<file path="config.mk">
export PLATFORM = sky130hd
export DESIGN_NAME = ser_tx
export DESIGN_NICKNAME = d
export VERILOG_FILES = /design/src/rtl/ser_tx_pkg.sv /design/src/rtl/ser_tx_shreg.sv /design/src/rtl/ser_tx.sv
export SDC_FILE = /design/constraint.sdc
export NUM_CORES = 1
export LEC_CHECK = 0
export BUFFER_PORTS_ARGS = -buffer_cell sky130_fd_sc_hd__clkbuf_2
export CAP_MARGIN = 0
export CORE_AREA = 2 2 47 49
export DETAILED_ROUTE_END_ITERATION = 6
export DIE_AREA = 0 0 49 51
export PLACE_DENSITY = 0.75
export SYNTH_ARGS = -nofsm -noshare
export SYNTH_HDL_FRONTEND = slang
export SYNTH_SLANG_ARGS = --single-unit
export TNS_END_PERCENT = 30
</file>
<file path="constraint.sdc">
create_clock -name clk -period 1.4 [get_ports clk]
set_input_delay 0.14 -clock clk [delete_from_list [all_inputs] [get_ports clk]]
set_output_delay 0.14 -clock clk [all_outputs]
set_load 0.01 [all_outputs]
</file>
<file path="src/rtl/ser_tx_pkg.sv">
// Shared types and sizing helpers for the ser_tx parallel-to-serial transmitter.
// The counter width must cover the full 0..WIDTH range.
package ser_tx_pkg;

    localparam int SER_TX_WIDTH = 8;

    typedef enum logic [1:0] {
        IDLE   = 2'd0,
        SHIFT  = 2'd1,
        PARITY = 2'd2,
        GAP    = 2'd3
    } state_t;

    function automatic int cnt_width(input int width);
        return $clog2(width + 1);
    endfunction

endpackage

</file>
<file path="src/rtl/ser_tx_shreg.sv">
// Load/shift register that holds the bits not yet sent; ser_o is the next bit to present.
// Bit 0 or bit WIDTH-1 goes out directly on load, so only WIDTH-1 bits are stored here.
module ser_tx_shreg #(
    parameter int WIDTH     = 8,
    parameter bit LSB_FIRST = 1'b1
) (
    input  logic             clk_i,
    input  logic             rst_i,
    input  logic             load_i,
    input  logic             shift_i,
    input  logic [WIDTH-1:0] din_i,
    output logic             ser_o
);

    logic [WIDTH-2:0] sreg_q, sreg_d;

    always_comb begin
        sreg_d = sreg_q;
        if (load_i) begin
            sreg_d = LSB_FIRST ? din_i[WIDTH-1:1] : din_i[WIDTH-2:0];
        end else if (shift_i) begin
            sreg_d = LSB_FIRST ? (sreg_q >> 1) : (sreg_q << 1);
        end
    end

    always_ff @(posedge clk_i or posedge rst_i) begin
        if (rst_i) begin
            sreg_q <= '0;
        end else begin
            sreg_q <= sreg_d;
        end
    end

    assign ser_o = LSB_FIRST ? sreg_q[0] : sreg_q[WIDTH-2];

endmodule

</file>
<file path="src/rtl/ser_tx.sv">
// Serial transmitter: accepts a word on valid/ready, shifts it out one bit per clk_en tick.
// Optional even-parity bit after the data when SER_TX_PARITY_EN is defined.
module ser_tx
    import ser_tx_pkg::*;
#(
    parameter int WIDTH     = SER_TX_WIDTH,
    parameter bit LSB_FIRST = 1'b1
) (
    input  logic             clk,
    input  logic             reset,
    input  logic             clk_en,
    input  logic [WIDTH-1:0] din,
    input  logic             load_valid,
    output logic             load_ready,
    output logic             sdata,
    output logic             frame,
    output logic             done
);

    localparam int CW = cnt_width(WIDTH);
    localparam logic [CW-1:0] LAST_BIT = CW'(WIDTH - 1);

    state_t        state_q, state_d;
    logic [CW-1:0] cnt_q, cnt_d;
    logic          sdata_q, sdata_d;
    logic          frame_q, frame_d;
    logic          done_q, done_d;
    logic          sh_load;
    logic          sh_shift;
    logic          sh_next;
`ifdef SER_TX_PARITY_EN
    logic          par_q, par_d;
`endif

    ser_tx_shreg #(
        .WIDTH     (WIDTH),
        .LSB_FIRST (LSB_FIRST)
    ) u_shreg (
        .clk_i   (clk),
        .rst_i   (reset),
        .load_i  (sh_load),
        .shift_i (sh_shift),
        .din_i   (din),
        .ser_o   (sh_next)
    );

    always_comb begin
        state_d  = state_q;
        cnt_d    = cnt_q;
        sdata_d  = sdata_q;
        frame_d  = frame_q;
        done_d   = 1'b0;
        sh_load  = 1'b0;
        sh_shift = 1'b0;
`ifdef SER_TX_PARITY_EN
        par_d    = par_q;
`endif
        if (clk_en) begin
            case (state_q)
                IDLE: begin
                    if (load_valid) begin
                        sh_load = 1'b1;
                        sdata_d = LSB_FIRST ? din[0] : din[WIDTH-1];
                        frame_d = 1'b1;
                        cnt_d   = '0;
                        state_d = SHIFT;
`ifdef SER_TX_PARITY_EN
                        par_d   = ^din;
`endif
                    end
                end
                SHIFT: begin
                    if (cnt_q == LAST_BIT) begin
`ifdef SER_TX_PARITY_EN
                        sdata_d = par_q;
                        state_d = PARITY;
`else
                        sdata_d = 1'b1;
                        frame_d = 1'b0;
                        state_d = GAP;
`endif
                    end else begin
                        sh_shift = 1'b1;
                        sdata_d  = sh_next;
                        cnt_d    = cnt_q + CW'(1);
                    end
                end
                PARITY: begin
                    sdata_d = 1'b1;
                    frame_d = 1'b0;
                    state_d = GAP;
                end
                GAP: begin
                    done_d  = 1'b1;
                    state_d = IDLE;
                end
                default: begin
                    sdata_d = 1'b1;
                    frame_d = 1'b0;
                    state_d = IDLE;
                end
            endcase
        end
    end

    // done_q is loaded every clk edge so the pulse clears even while clk_en is low.
    always_ff @(posedge clk or posedge reset) begin
        if (reset) begin
            state_q <= IDLE;
            cnt_q   <= '0;
            sdata_q <= 1'b1;
            frame_q <= 1'b0;
            done_q  <= 1'b0;
`ifdef SER_TX_PARITY_EN
            par_q   <= 1'b0;
`endif
        end else begin
            state_q <= state_d;
            cnt_q   <= cnt_d;
            sdata_q <= sdata_d;
            frame_q <= frame_d;
            done_q  <= done_d;
`ifdef SER_TX_PARITY_EN
            par_q   <= par_d;
`endif
        end
    end

    assign load_ready = (state_q == IDLE);
    assign sdata      = sdata_q;
    assign frame      = frame_q;
    assign done       = done_q;

endmodule
</file>
; Word-level counts from Yosys, hierarchy flattened
; Cells that the tools add are included.
[word_totals]
input_bits = 12
out_inout_bits = 4
elab_cells = 44
register_bits = 16
[op_classes]
n_addsub = 1
eq_ne = 7
n_reduce_logical = 8
muxes = 22
[ops]
columns = cell, count
row1 = $mux 7, 2
row2 = $mux 1, 12
row3 = $mux 4, 2
row4 = $pmux 2 s4, 1
row5 = $pmux 4 s2, 1
row6 = $reduce_and 4->1, 2
row7 = $ne 2x2->1 const B, 3
row8 = $pmux 1 s3, 2
row9 = $reduce_and 3->1, 2
row10 = $add 4x1->4 const B, 1
row11 = $eq 2x2->1 const B, 2
row12 = $eq 4x3->1 const B, 1
row13 = $mux 2, 2
row14 = $reduce_bool 2->1, 2
row15 = $reduce_bool 3->1, 1
row16 = $eq 2x1->1 const B, 1
row17 = $logic_not 2->1, 1

; Longest topological paths before layout
[logic_depth]
word_depth = 6
ltp_mapped = 6

; Hierarchy
; Synthesis repeated with hierarchy kept, for this count alone.
[hier_totals]
hier_cells = 88
area_unflattened_um2 = 898.4
[modules_own_cells]
columns = mod, area_per_inst_um2, instances, cells_per_inst, seq_area_each_um2
row1 = ser_tx, 573.0, 1, 57, 226.5
row2 = ser_tx_shreg, 325.3, 1, 31, 175.2

; Least setup slack after synthesis
; OpenSTA, ideal clock, no wires.
[synth_timing]
path_kind = flip-flop to flip-flop
start = register state_q[0]
end = register state_q[1]
period_less_slack_ns = 1.570
t_arrival_ns = 1.445
path_stages_with_launch = 7
path_buffers = 0
path_slack_ns = -0.170
t_required_ns = 1.275
path_cell_list = dfrtp_1 inv_1 ha_1 nand2b_1 nand2_1 nor2_1 mux2_2
[synth_via]
elab_chain_cells = 3
[synth_lines]
columns = element, line_no
row1 = "start, declared", ser_tx.sv:23  ; state_t state_q, state_d;
row2 = "start signal, assigned", ser_tx.sv:118  ; state_q <= state_d;
row3 = $logic_not 2->1 (*), n/a
row4 = named net load_ready, ser_tx.sv:14  ; output logic load_ready,
row5 = $ne 2x2->1 (no line), n/a
row6 = $reduce_and 3->1 (no line), n/a
; The timed path passes the listed nets; every way through them passes the cells marked *.
; A chain may end at the register's enable or synchronous reset.

; Worst setup path after layout
[layout_timing]
start = register state_q[1]
end = register cnt_q[3]
[layout_via]
elab_chain_cells = 3
[layout_lines]
columns = element, line_no
row1 = $eq 2x1->1 or $logic_not 2->1 (tied branches), ser_tx.sv:59  ; case (state_q)
row2 = $ne 2x2->1 (no line) or $reduce_bool 2->1 (tied branches), n/a
row3 = $reduce_and 4->1 (no line), n/a
row4 = "end signal, assigned", ser_tx.sv:119  ; cnt_q <= cnt_d;
row5 = "end, declared", ser_tx.sv:24  ; logic [CW-1:0] cnt_q, cnt_d;
; Several ways; a longest one is shown, not always the timed one.

==> metrics.txt <==
status=finished with violations; failing checks=setup timing; Die Wd=49 um; Final Net Count=133; FF-to-FF Start=state_q[1]; Worst Setup End Kind=flip-flop; DR DRC count=0; crit path from=state_q[1]; critical path's slowest cell=dfrtp_1; Pleak=0.550 nW; transition time of the tightest slew-check pin=0.606 ns; Post-Synthesis Cell Area=843 um2; Max Clk Rate=686 MHz; share of flip-flops with an asynchronous set or reset=100%; first-pass GRT wire length=3300 um; WP data arrival=1.69 ns; Slew Viols, Final=0; Max Cap Viol=0; Layout Skew=0.0115 ns; post-synth cell types=27; EDFF count, synth=0; initial antenna violation count=0; CTS H-tree depth=1; pin count of the biggest net entering global routing=17; Post-Syn Area per Cell=10.3 um2; Diodes inserted=0; CP Buf/Inv Count=1; Final Setup Violations=8; Detailed Route Iter0 Violations=13; Slew headroom=59.6%; WL final=1970 um; Synth area leaders=dfrtp_1, ha_1, mux2i_1, o21ai_0, nand2_1; Die Span Y=51 um; port bufs=15; die footprint=0.00250 mm2; root buffer cell=clkbuf_4; placement row count=17; synthesized flop and latch total=16; Hold Path Class=in -> reg; total number of vias=733; Synth Instances=82; fin crit period=1.46 ns; clk buf depth=2; setup ws final=-0.0568 ns; worst vdd ir=1170 uV; vias in the first global route=753; crit-path cells=inv_2, ha_4, nand4b_1, o2111ai_4, or3_4, a21oi_2; total gr overflow=0; placer congestion estimate=0.712; CP peak stage delay=0.38 ns; layout cells sized above 1=46.5%; Crit Path Max Fanout=8; R2R cell count=6; Clk Latency, worst-skew pair=0.30 ns; Tot GR Track Use=17.8%; Worst EP required=1.63 ns; Final Cell Area=0.00120 mm2; CP endpoint=cnt_q[3]; first-pass detailed-route iteration total=4; Routed wire per std cell=13.8 um; io pins=16; P per Cell Area=2060 mW/mm2; post-synthesis sequential area ratio=47.6%; Ys Warns=0; CTS sink cnt=16; biggest area consumer among synthesized cells=dfrtp_1; top cell type's share of synthesized area=44.5%; CTS tree=built; placed instance area=0.00109 mm2; Clk pin slew, worst setup/hold paths=0.10 ns; FF-to-FF End=cnt_q[3]; ANT nets after route=0; prevailing post-synth register cell=dfrtp_1; total design power=0.00248 W; most frequent cell after synthesis=dfrtp_1; most frequent cells after synthesis=dfrtp_1, nand2_1, o21ai_0; cell count along the critical path=6; RSZ-0062 raised after global routing=yes; # fillers=191; CP delay by family, top=simple AND/OR/NAND/NOR gates; DR vias/cell=5.16; core area=0.00206 mm2; Post-DP HPWL=1390 um; starting density of the core=40.9%; Area Growth Syn to Fin=42.7%; worst reg2reg setup slack=-0.06 ns; CTS Buf Count=3; syn nets=100; Final period util=104%; Setup Crit Path Kind=reg -> reg; Hold Vio Cnt, Final=0; crit start category=flip-flop
worst register-to-register path, stage by stage (launching register included):
cell and delay, ns:
dfrtp_1 0.38, inv_2 0.08, ha_4 0.20, nand4b_1 0.14, o2111ai_4 0.13, or3_4 0.35
a21oi_2 0.12
routing by layer:
metal / vias up / track usage, % / routed length (um)
li1: 357 / - / -
met1: 355 / 18.7 / 817
met2: 16 / 34.2 / 1030
met3: 5 / 2.34 / 76
met4: 0 / 10.0 / 45
met5: - / 0 / 0
power by group:
part,leakage [nW],switching (W),total [W],internal [W]
clock,0.0150,0.000152,0.000263,0.000111
combinational,0.336,0.000646,0.00141,0.000763
sequential,0.199,0.000137,0.000810,0.000673
total,0.550,0.000935,0.00248,0.00155
through the flow:
step | hold slack [ns] | utilization, % | std cells | setup WS (ns) | TNS, ns
final | 0.0446 | 58.3 | 142 | -0.0568 | -0.226
after global routing | 0.0672 | 58.3 | 142 | -0.109 | -1.07
after CTS | 0.0444 | 57.0 | 142 | -0.0390 | -0.271
after detailed placement | 0.241 | 52.8 | 134 | -0.127 | -0.654
after global placement | 0.219 | 52.8 | 134 | -0.0133 | -0.0414
after floorplan | 0.0530 | - | 82 | -0.0135 | -0.0179
how the worst min path moves through the flow:
stage | startpoint | endpoint | depth (start not counted)
after floorplan | reset | cnt_q[0] | 1
after global placement | reset | done | 2
after detailed placement | reset | done | 2
after CTS | din[7] | u_shreg.sreg_q[6] | 3
after global routing | din[6] | u_shreg.sreg_q[5] | 3
final | din[6] | u_shreg.sreg_q[5] | 3
logic make-up after synthesis:
| kind of cell | Yosys count | synth area share [%] |
|---|---|---|
| adders and majority gates | 6 | 8.90 |
| and+or+nand+nor | 28 | 17.1 |
| DFF | 16 | 47.6 |
| AOI/OAI and AO/OA | 19 | 14.1 |
| buffers and inverters | 5 | 2.67 |
| muxes | 8 | 9.64 |
layout by cell type (no fill, tap or decap), types with 2 or more instances in the layout:
master and instances:
dfrtp_1 14, clkbuf_2 14, buf_4 13, nand2_1 10, mux2i_1 7, o21ai_1 5
o21ai_0 5, ha_1 3, clkbuf_4 3, and2_4 2, nand3_1 2, nor2_1 2
inv_2 2, nand2b_1 2, ha_4 2, buf_6 2
timing repair:
action                                  in CTS  in global routing
buffers inserted                             3                  0
endpoints found under the setup margin      11                 16
hold endpoints to repair                    15                  0
gates resized for setup                      8                 11
gates cloned                                 0                  0
pin swaps                                    8                  4
hold buffers                                 1                  0
flip-flops by register name, indices dropped and copies added (netlist names):
| name | flops |
|---|---|
| state_q | 2 |
| cnt_q | 4 |
| sdata | 1 |
| done | 1 |
| u_shreg.sreg_q | 7 |
| frame | 1 |
final cells by class:
class	count	area, um2	area share (%)
clock buffer	4	26.3	2.18
inverter	3	11.3	0.936
multi-input combinational	61	528	43.9
sequential	16	403	33.5
tap	28	35.0	2.91
timing repair buffer	30	200	16.6
Power figures use the tool's default switching activity.
